==> src/rtl/if_stage_pkg.sv <==
// Shared definitions for the fetch stage and the decode stage that consumes
// IF/ID: the bubble instruction, the reset vector and the instruction field
// offsets.
package if_stage_pkg;

    // sll $0,$0,0: the canonical MIPS no-op, used for every bubble.
    localparam logic [31:0] NOP_WORD_DEFAULT = 32'h0000_0000;
    localparam logic [31:0] RESET_PC_DEFAULT = 32'h0000_0000;

    // Immediate field of I-type instructions; decode reads the same offsets.
    localparam int IMM_LSB = 0;
    localparam int IMM_MSB = 15;

    // RESET: the pipeline has just come out of reset and IF/ID is invalid.
    // RUN: normal fetch.
    typedef enum logic {
        ST_RESET = 1'b0,
        ST_RUN   = 1'b1
    } fetch_state_e;

endpackage

==> src/rtl/if_id_reg.sv <==
// IF/ID pipeline register. A squash loads a bubble and takes priority over a
// stall, which holds the register's contents.
module if_id_reg
    import if_stage_pkg::*;
#(
    parameter int          ADDR_W   = 32,
    parameter logic [31:0] NOP_WORD = NOP_WORD_DEFAULT
) (
    input  logic              clk,
    input  logic              rst,
    input  logic              stall_i,
    input  logic              squash_i,
    input  logic [31:0]       ir_i,
    input  logic [ADDR_W-1:0] pc4_i,
    output logic [31:0]       ir_o,
    output logic [ADDR_W-1:0] pc4_o,
    output logic              valid_o
);

    logic [31:0]       ir_q,    ir_d;
    logic [ADDR_W-1:0] pc4_q,   pc4_d;
    logic              valid_q, valid_d;

    // Next-state selection: squash, hold, or capture the fetched word.
    always_comb begin
        // NOTE: every signal gets a default first so no path leaves it
        // unassigned; that is what keeps this block from inferring a latch.
        ir_d    = ir_q;
        pc4_d   = pc4_q;
        valid_d = valid_q;
        if (squash_i) begin
            ir_d    = NOP_WORD;
            pc4_d   = pc4_i;
            valid_d = 1'b0;
        end else if (!stall_i) begin
            ir_d    = ir_i;
            pc4_d   = pc4_i;
            valid_d = 1'b1;
        end
    end

    // Pipeline register with synchronous reset to an invalid bubble.
    always_ff @(posedge clk) begin
        // NOTE: non-blocking assignments so every register samples the values
        // from before this edge, independent of statement order.
        if (rst) begin
            ir_q    <= NOP_WORD;
            pc4_q   <= '0;
            valid_q <= 1'b0;
        end else begin
            ir_q    <= ir_d;
            pc4_q   <= pc4_d;
            valid_q <= valid_d;
        end
    end

    assign ir_o    = ir_q;
    assign pc4_o   = pc4_q;
    assign valid_o = valid_q;

endmodule

==> src/rtl/if_stage.sv <==
// Instruction-fetch stage: program counter, next-PC selection, sticky
// misaligned-target flag and the IF/ID pipeline register.
module if_stage
    import if_stage_pkg::*;
#(
    parameter int                ADDR_W   = 32,
    parameter logic [ADDR_W-1:0] RESET_PC = ADDR_W'(RESET_PC_DEFAULT),
    parameter logic [31:0]       NOP_WORD = NOP_WORD_DEFAULT
) (
    input  logic              clk,
    input  logic              rst,
    input  logic              stall,
    input  logic              flush,
    input  logic              redirect,
    input  logic [ADDR_W-1:0] redirect_pc,
    output logic [ADDR_W-1:0] imem_addr,
    input  logic [31:0]       imem_rdata,
    output logic [ADDR_W-1:0] pc,
    output logic [31:0]       ifid_ir,
    output logic [15:0]       ifid_imm,
    output logic [ADDR_W-1:0] ifid_pc4,
    output logic              ifid_valid,
    output logic              addr_err
);

    fetch_state_e      state_q, state_d;
    logic              in_run;
    logic [ADDR_W-1:0] pc_q, pc_d;
    logic [ADDR_W-1:0] pc_plus4;
    logic              addr_err_q, addr_err_d;
    logic              squash;

    // State register: reset forces RESET, any other edge enters RUN.
    always_ff @(posedge clk) begin
        if (rst) state_q <= ST_RESET;
        else     state_q <= state_d;
    end

    // Next state: the first edge without reset moves to RUN, which is final.
    always_comb begin
        state_d = ST_RUN;
    end

    // State outputs: IF/ID may only capture a real instruction once in RUN.
    always_comb begin
        in_run = (state_q == ST_RUN);
    end

    assign pc_plus4 = pc_q + ADDR_W'(4);

    // Next PC and error flag: redirect beats stall; a target is forced to
    // word alignment and a misaligned one raises the sticky flag.
    always_comb begin
        pc_d       = pc_q;
        addr_err_d = addr_err_q;
        if (redirect) begin
            pc_d = {redirect_pc[ADDR_W-1:2], 2'b00};
            if (redirect_pc[1:0] != 2'b00) addr_err_d = 1'b1;
        end else if (!stall) begin
            pc_d = pc_plus4;
        end
    end

    // PC and sticky error register.
    always_ff @(posedge clk) begin
        if (rst) begin
            pc_q       <= RESET_PC;
            addr_err_q <= 1'b0;
        end else begin
            pc_q       <= pc_d;
            addr_err_q <= addr_err_d;
        end
    end

    // A redirect squashes the wrong-path fetch even when stalled; the first
    // edge out of reset also leaves IF/ID invalid.
    assign squash = redirect | flush | ~in_run;

    if_id_reg #(
        .ADDR_W   (ADDR_W),
        .NOP_WORD (NOP_WORD)
    ) u_if_id_reg (
        .clk      (clk),
        .rst      (rst),
        .stall_i  (stall),
        .squash_i (squash),
        .ir_i     (imem_rdata),
        .pc4_i    (pc_plus4),
        .ir_o     (ifid_ir),
        .pc4_o    (ifid_pc4),
        .valid_o  (ifid_valid)
    );

    assign pc        = pc_q;
    assign imem_addr = pc_q;
    assign ifid_imm  = ifid_ir[IMM_MSB:IMM_LSB];
    assign addr_err  = addr_err_q;

endmodule
==> config.mk <==
export PLATFORM = sky130hd
export DESIGN_NAME = if_stage
export DESIGN_NICKNAME = d
export VERILOG_FILES = /design/src/rtl/if_stage_pkg.sv /design/src/rtl/if_id_reg.sv /design/src/rtl/if_stage.sv
export SDC_FILE = /design/constraint.sdc
export NUM_CORES = 1
export LEC_CHECK = 0
export BUFFER_PORTS_ARGS = -buffer_cell sky130_fd_sc_hd__clkbuf_2
export CAP_MARGIN = 20
export CORE_ASPECT_RATIO = 0.6
export CORE_MARGIN = 5
export CORE_UTILIZATION = 48
export CTS_CLUSTER_DIAMETER = 80
export DETAILED_ROUTE_END_ITERATION = 8
export GPL_TIMING_DRIVEN = 1
export PLACE_DENSITY = 0.89
export SETUP_SLACK_MARGIN = 0.05
export SLEW_MARGIN = 20
export SYNTH_ARGS = -nofsm -noshare
export SYNTH_HDL_FRONTEND = slang
export SYNTH_SLANG_ARGS = --single-unit
==> constraint.sdc <==
create_clock -name clk -period 3.33 [get_ports clk]
set_clock_uncertainty 0.1 [all_clocks]
set_input_delay 0.1665 -clock clk [delete_from_list [all_inputs] [get_ports clk]]
set_output_delay 0.1665 -clock clk [all_outputs]
set_load 0.02 [all_outputs]
After elaboration in Yosys (flattened, before gate mapping)
Index checks and enable logic that the tools add are counted.

storage, ports and cells
  flip-flop bits (word level) = 99
  output and inout port bits = 146
  logic and storage cells = 22

cells by class
  add/subtract/negate cells = 1
  equal/unequal tests = 2
  multiplexer cells = 5
  bitwise gates (word level) = 3
  reductions and logical operators = 4

operators by type and width
  cell                                                                     count
  32-bit 2-to-1 mux                                                        4
  32-bit by 3-bit adder with 32-bit output, second input constant          1
  2-bit by 1-bit inequality test with 1-bit output, second input constant  2
  2-bit OR reduction                                                       2
  1-bit bitwise OR                                                         2
  2-bit AND reduction                                                      1
  2-bit nonzero test                                                       1
  1-bit 2-to-1 mux                                                         1
  1-bit NOT                                                                1

Longest topological paths before layout
  depth after elaboration = 3
  depth in mapped cells = 6
  mapped depth without buffers = 5

Modules after synthesis
From an unflattened synthesis, not the netlist that was laid out.

second synthesis, totals
  cell total of the unflattened synthesis = 605
  area total of the unflattened synthesis = 5,416.4 um2

modules (own cells, without submodules)
  module     instances  cells each  area an instance (um2)
  if_stage   1          352         2,740.1
  if_id_reg  1          253         2,676.3

Worst setup path before layout
No wires, ideal clock.

  path kind = register to register
  start = register pc_q[2] (netlist: imem_addr[2])
  end = register u_if_id_reg.pc4_q[28] (netlist: u_if_id_reg.pc4_o[28])
  arrival = 2.407 ns
  setup slack = 0.748 ns
  cell stages (with the launch flop) = 7
  clock period less this slack = 2.582 ns
  cell sequence = dfxtp_1 ha_1 nand4_1 or4_1 clkbuf_1 or4_1 a31oi_1

between the ends
  longest elaborated chain between the ends = 3

ends and longest elaborated chain
  item                                          RTL line         RTL
  start, declared                               if_stage.sv:28   logic [ADDR_W-1:0] pc_q, pc_d;
  start signal, assigned                        if_stage.sv:70   pc_q <= pc_d;
  32-bit by 3-bit adder with 32-bit output (*)  if_stage.sv:49   assign pc_plus4 = pc_q + ADDR_W'(4);
  32-bit 2-to-1 mux                             if_id_reg.sv:35  end else if (!stall_i) begin
  32-bit 2-to-1 mux (*)                         if_id_reg.sv:31  if (squash_i) begin
  end signal, assigned                          if_id_reg.sv:52  pc4_q <= pc4_d;
  end, declared                                 if_id_reg.sv:21  logic [ADDR_W-1:0] pc4_q, pc4_d;

Every way passes the cells marked *; elsewhere a longest branch is shown, timed or not. The select of a mux whose other input is x is not followed.
A chain may end at the register's enable or synchronous reset.

Worst setup path after layout
  start = register pc_q[2] (netlist: imem_addr[2])
  end = register pc_q[28] (netlist: imem_addr[28])

between the ends
  longest elaborated chain between the ends = 3

ends and longest elaborated chain
  item                                      RTL line        RTL
  32-bit by 3-bit adder with 32-bit output  if_stage.sv:49
  32-bit 2-to-1 mux                         if_stage.sv:59  end else if (!stall) begin
  32-bit 2-to-1 mux                         if_stage.sv:56  if (redirect) begin

Every way passes these cells. The select of a mux whose other input is x is not followed.

==> summary.md <==
| Metric | Value |
|---|---|
| Status | finished, final reports clean |
| Die X | about 140 um |
| GR Overflow Total | 0 |
| GRT Total Usage | 0.247 |
| Comb pwr share | 0.168 |
| Clock latency on the worst-skew pair | ~340 ps |
| Starting density of the core | 0.492 |
| Mapped Area | 4840 um2 |
| First-pass GRT wire length | approximately 25 mm |
| Leak | between 2 and 3 nW |
| Pre-antenna DRT Iters | 6 |
| Post-synthesis xor/xnor area fraction | 0.0452 |
| NetSw | a little over 0.8 mW |
| Antenna Violating Nets Remaining | 0 |
| Synth Area in Adders | 0.00258 |
| Slowest-stage cell, CP | or4_1 |
| Worst hold slack | ~3.7 ps |
| Worst-path maximum fanout | 12 |
| Final worst-path setup slack | 453 ps |
| Flip-flop and latch count after synthesis | 95 |
| Min Clock Period, post-route | 2880 ps |
| Storage element area | about 1900 um2 |
| Clock transition at the registers of the reported paths | 70 ps |
| Synth Area per Inst | between 8 and 9 um2 |
| Most common cell after layout, fill and taps aside | clkbuf_2 |
| Num CTS Buffers | 9 |
| Fill count | 840 |
| Int Pwr | ~1.9 mW |
| Placed cells | just over 800 |
| Clock power frac | 0.368 |
| Post-Place Cell Area | approximately 5600 um2 |
| Area of the multi-input gates | between 2000 and 2500 um2 |
| Period utilisation layout | 0.864 |
| Max Freq | between 0.3 and 0.4 GHz |
| Most frequent cells in the layout | 208 x clkbuf_2, 95 x dfxtp_1, 59 x nor2_1, 52 x dlygate4sd3_1, 39 x o21ai_0 |
| Pre-CTS setup slack | 513 ps |
| DIE AREA | between 10000 and 15000 um2 |
| Clk buf depth | 2 |
| Via density | 5.53 |
| Largest net degree at the start of global routing | 60 |
| CP required | 3480 ps |
| CP dominant cell by count | or4_1 |
| Total power draw | around 2.7 mW |
| Vias | between 4000 and 5000 |
| Simple-gate share of the synthesized area | 0.209 |
| Post-CTS Resized | 0 |
| Setup-failing EPs final | 0 |
| Fin Setup TNS | 0 ps |
| Nets | 822 |
| Routed Wire Length | ~16 mm |
| Cell variety after synth | 56 |
| Worst IR Drop VDD | around 0.26 mV |
| CP Capture Type | flip-flop |
| DRC Markers | 0 |
| Register area share after synthesis | 0.393 |
| Pwr dens | around 430 nW/um2 |
| Least-Margin Pin Slew | 907 ps |
| Layout cells sized above 1 | 0.322 |
| Area Growth Syn to Fin | 31.7% |
| Largest family of logic cells by synthesized area | simple AND/OR/NAND/NOR gates |
| Net Sw Frac | 0.303 |
| Slew headroom | 0.390 |
| CTS Sinks | 95 |
| FF-to-FF setup slack | approximately 450 ps |
| Finished layout cell area | between 6000 and 7000 um2 |
| Unrepaired setup endpoints after global routing | no |
| WP data arrival | approximately 3000 ps |
| DR WL/cell | 17.5 um |
| Fraction of registers with async set/reset | 0 |
| Worst Setup Start Kind | flip-flop |
| Port Buffer Count | between 200 and 250 |
| CP peak stage delay | approximately 770 ps |
| Die Y | 87.8 um |
| Number of max-cap violations | 0 |
| Mux contribution to synthesized area | 0.0682 |
| Post-CTS Hold Fix Bufs | 52 |
| Gpl congestion | about 0.84 |
| Compound-cell area share of the yosys netlist | 0.157 |
| Core ar. | around 9800 um2 |
| Initial DRC count | ~330 |
| # rows | 28 |
| Number of antenna violations at the first check in global routing | 0 |
| Syn. warnings | 0 |
| Vias in the first global route | 4652 |
| Final core occ | 0.648 |
| Seq pwr share | 0.465 |
| Post-CTS Setup Bufs | 0 |
| Final hold vios | 0 |
| Clk root buf | clkbuf_16 |
| Layout Cells excl Fill | ~900 |
| HP Class | input port to flip-flop |
| Primary FF master, synth | dfxtp_1 |
| Worst Setup Path Type | flip-flop to flip-flop |
| Critical-path cell list | ha_1 > nand4_1 > or4_1 > or4_1 > a311oi_1 |
| Detail Placement HPWL | between 10 and 15 mm |
| CTS tree | yes |
| Max Slew Vio Count | 0 |
| # IOs | roughly 220 |
| Post-synthesis cell count | between 500 and 600 |
| Number of flops mapped to enable cells by yosys | 0 |
| Htree depth | 3 |
-- worst max-delay path: cells and delay by family (launching register included) --
| family | cells | cell delay [ps] |
|---|---|---|
| simple gates | 3 | 1520 |
| fa+ha+maj | 1 | 360 |
| flops | 1 | 520 |
| compound gates | 1 | 280 |
-- layout make-up --
| class | instances | area share |
|---|---|---|
| tap | 135 | 0.0265 |
| sequential | 95 | 0.298 |
| clock inverter | 7 | 0.00981 |
| antenna | 1 | 0.000392 |
| multi-input combinational | 368 | 0.370 |
| inverter | 11 | 0.00647 |
| timing repair buffer | 267 | 0.253 |
| clock buffer | 9 | 0.0353 |
-- cell usage after synthesis (4+ instances only) --
cell,number,area share
xor2_1,16,0.029
a211oi_1,16,0.025
nand4_1,22,0.028
a21oi_1,19,0.020
or3_1,11,0.014
o31ai_1,6,0.0093
buf_1,4,0.0031
a31oi_1,11,0.014
o21ai_0,39,0.040
mux2i_1,33,0.068
nand2_1,26,0.020
nand3_1,12,0.012
dfxtp_1,95,0.39
nor3_1,8,0.0083
inv_1,11,0.0085
and4_1,5,0.0090
clkbuf_1,32,0.025
nor4_1,8,0.010
xnor2_1,9,0.016
buf_4,54,0.084
a311oi_1,11,0.020
nor2_1,59,0.046
or4_1,7,0.011
-- final timing paths --
path,from,endpoint,cells after the start
worst max-delay path,imem_addr[2]$_SDFFE_PP0P_,imem_addr[28]$_SDFFE_PP0P_,5
worst min-delay path,redirect_pc[20],imem_addr[20]$_SDFFE_PP0P_,3
worst max register to register,imem_addr[2]$_SDFFE_PP0P_,imem_addr[28]$_SDFFE_PP0P_,5
worst min register to register,addr_err$_SDFFE_PP0P_,addr_err$_SDFFE_PP0P_,2
-- metal layers --
layer  up-vias  global-route usage  wire (um)
met5         -                   0          0
met4         0              0.0844        348
met3        29              0.0873       1700
met2       253               0.388       7120
met1      2285               0.321       6460
li1       2374                   -          -
-- registers in the layout (all words and copies together) (netlist names) --
signal and count:
addr_err 1, imem_addr 30, in_run 1, u_if_id_reg.valid_o 1, u_if_id_reg.pc4_o 30, u_if_id_reg.ir_o 32
-- kinds of logic after synthesis --
| group | count (synthesis) |
|---|---|
| AO/OA/AOI/OAI | 118 |
| adder cells (fa/ha/maj) | 1 |
| flip-flops | 95 |
| other | 1 |
| XOR/XNOR | 25 |
| buffers and inverters | 104 |
| AND/OR/NAND/NOR | 185 |
| multiplexers | 33 |
-- power groups by stage --
stage	clock [mW]	sequential (mW)	combinational (mW)
global route	1.07	1.28	0.494
CTS	1.02	1.26	0.456
finish	1.00	1.27	0.458
global placement	0	1.29	0.401
floorplan	0	1.33	0.238
detailed placement	0	1.29	0.405
No activity file was read; power rests on OpenSTA's default activity.
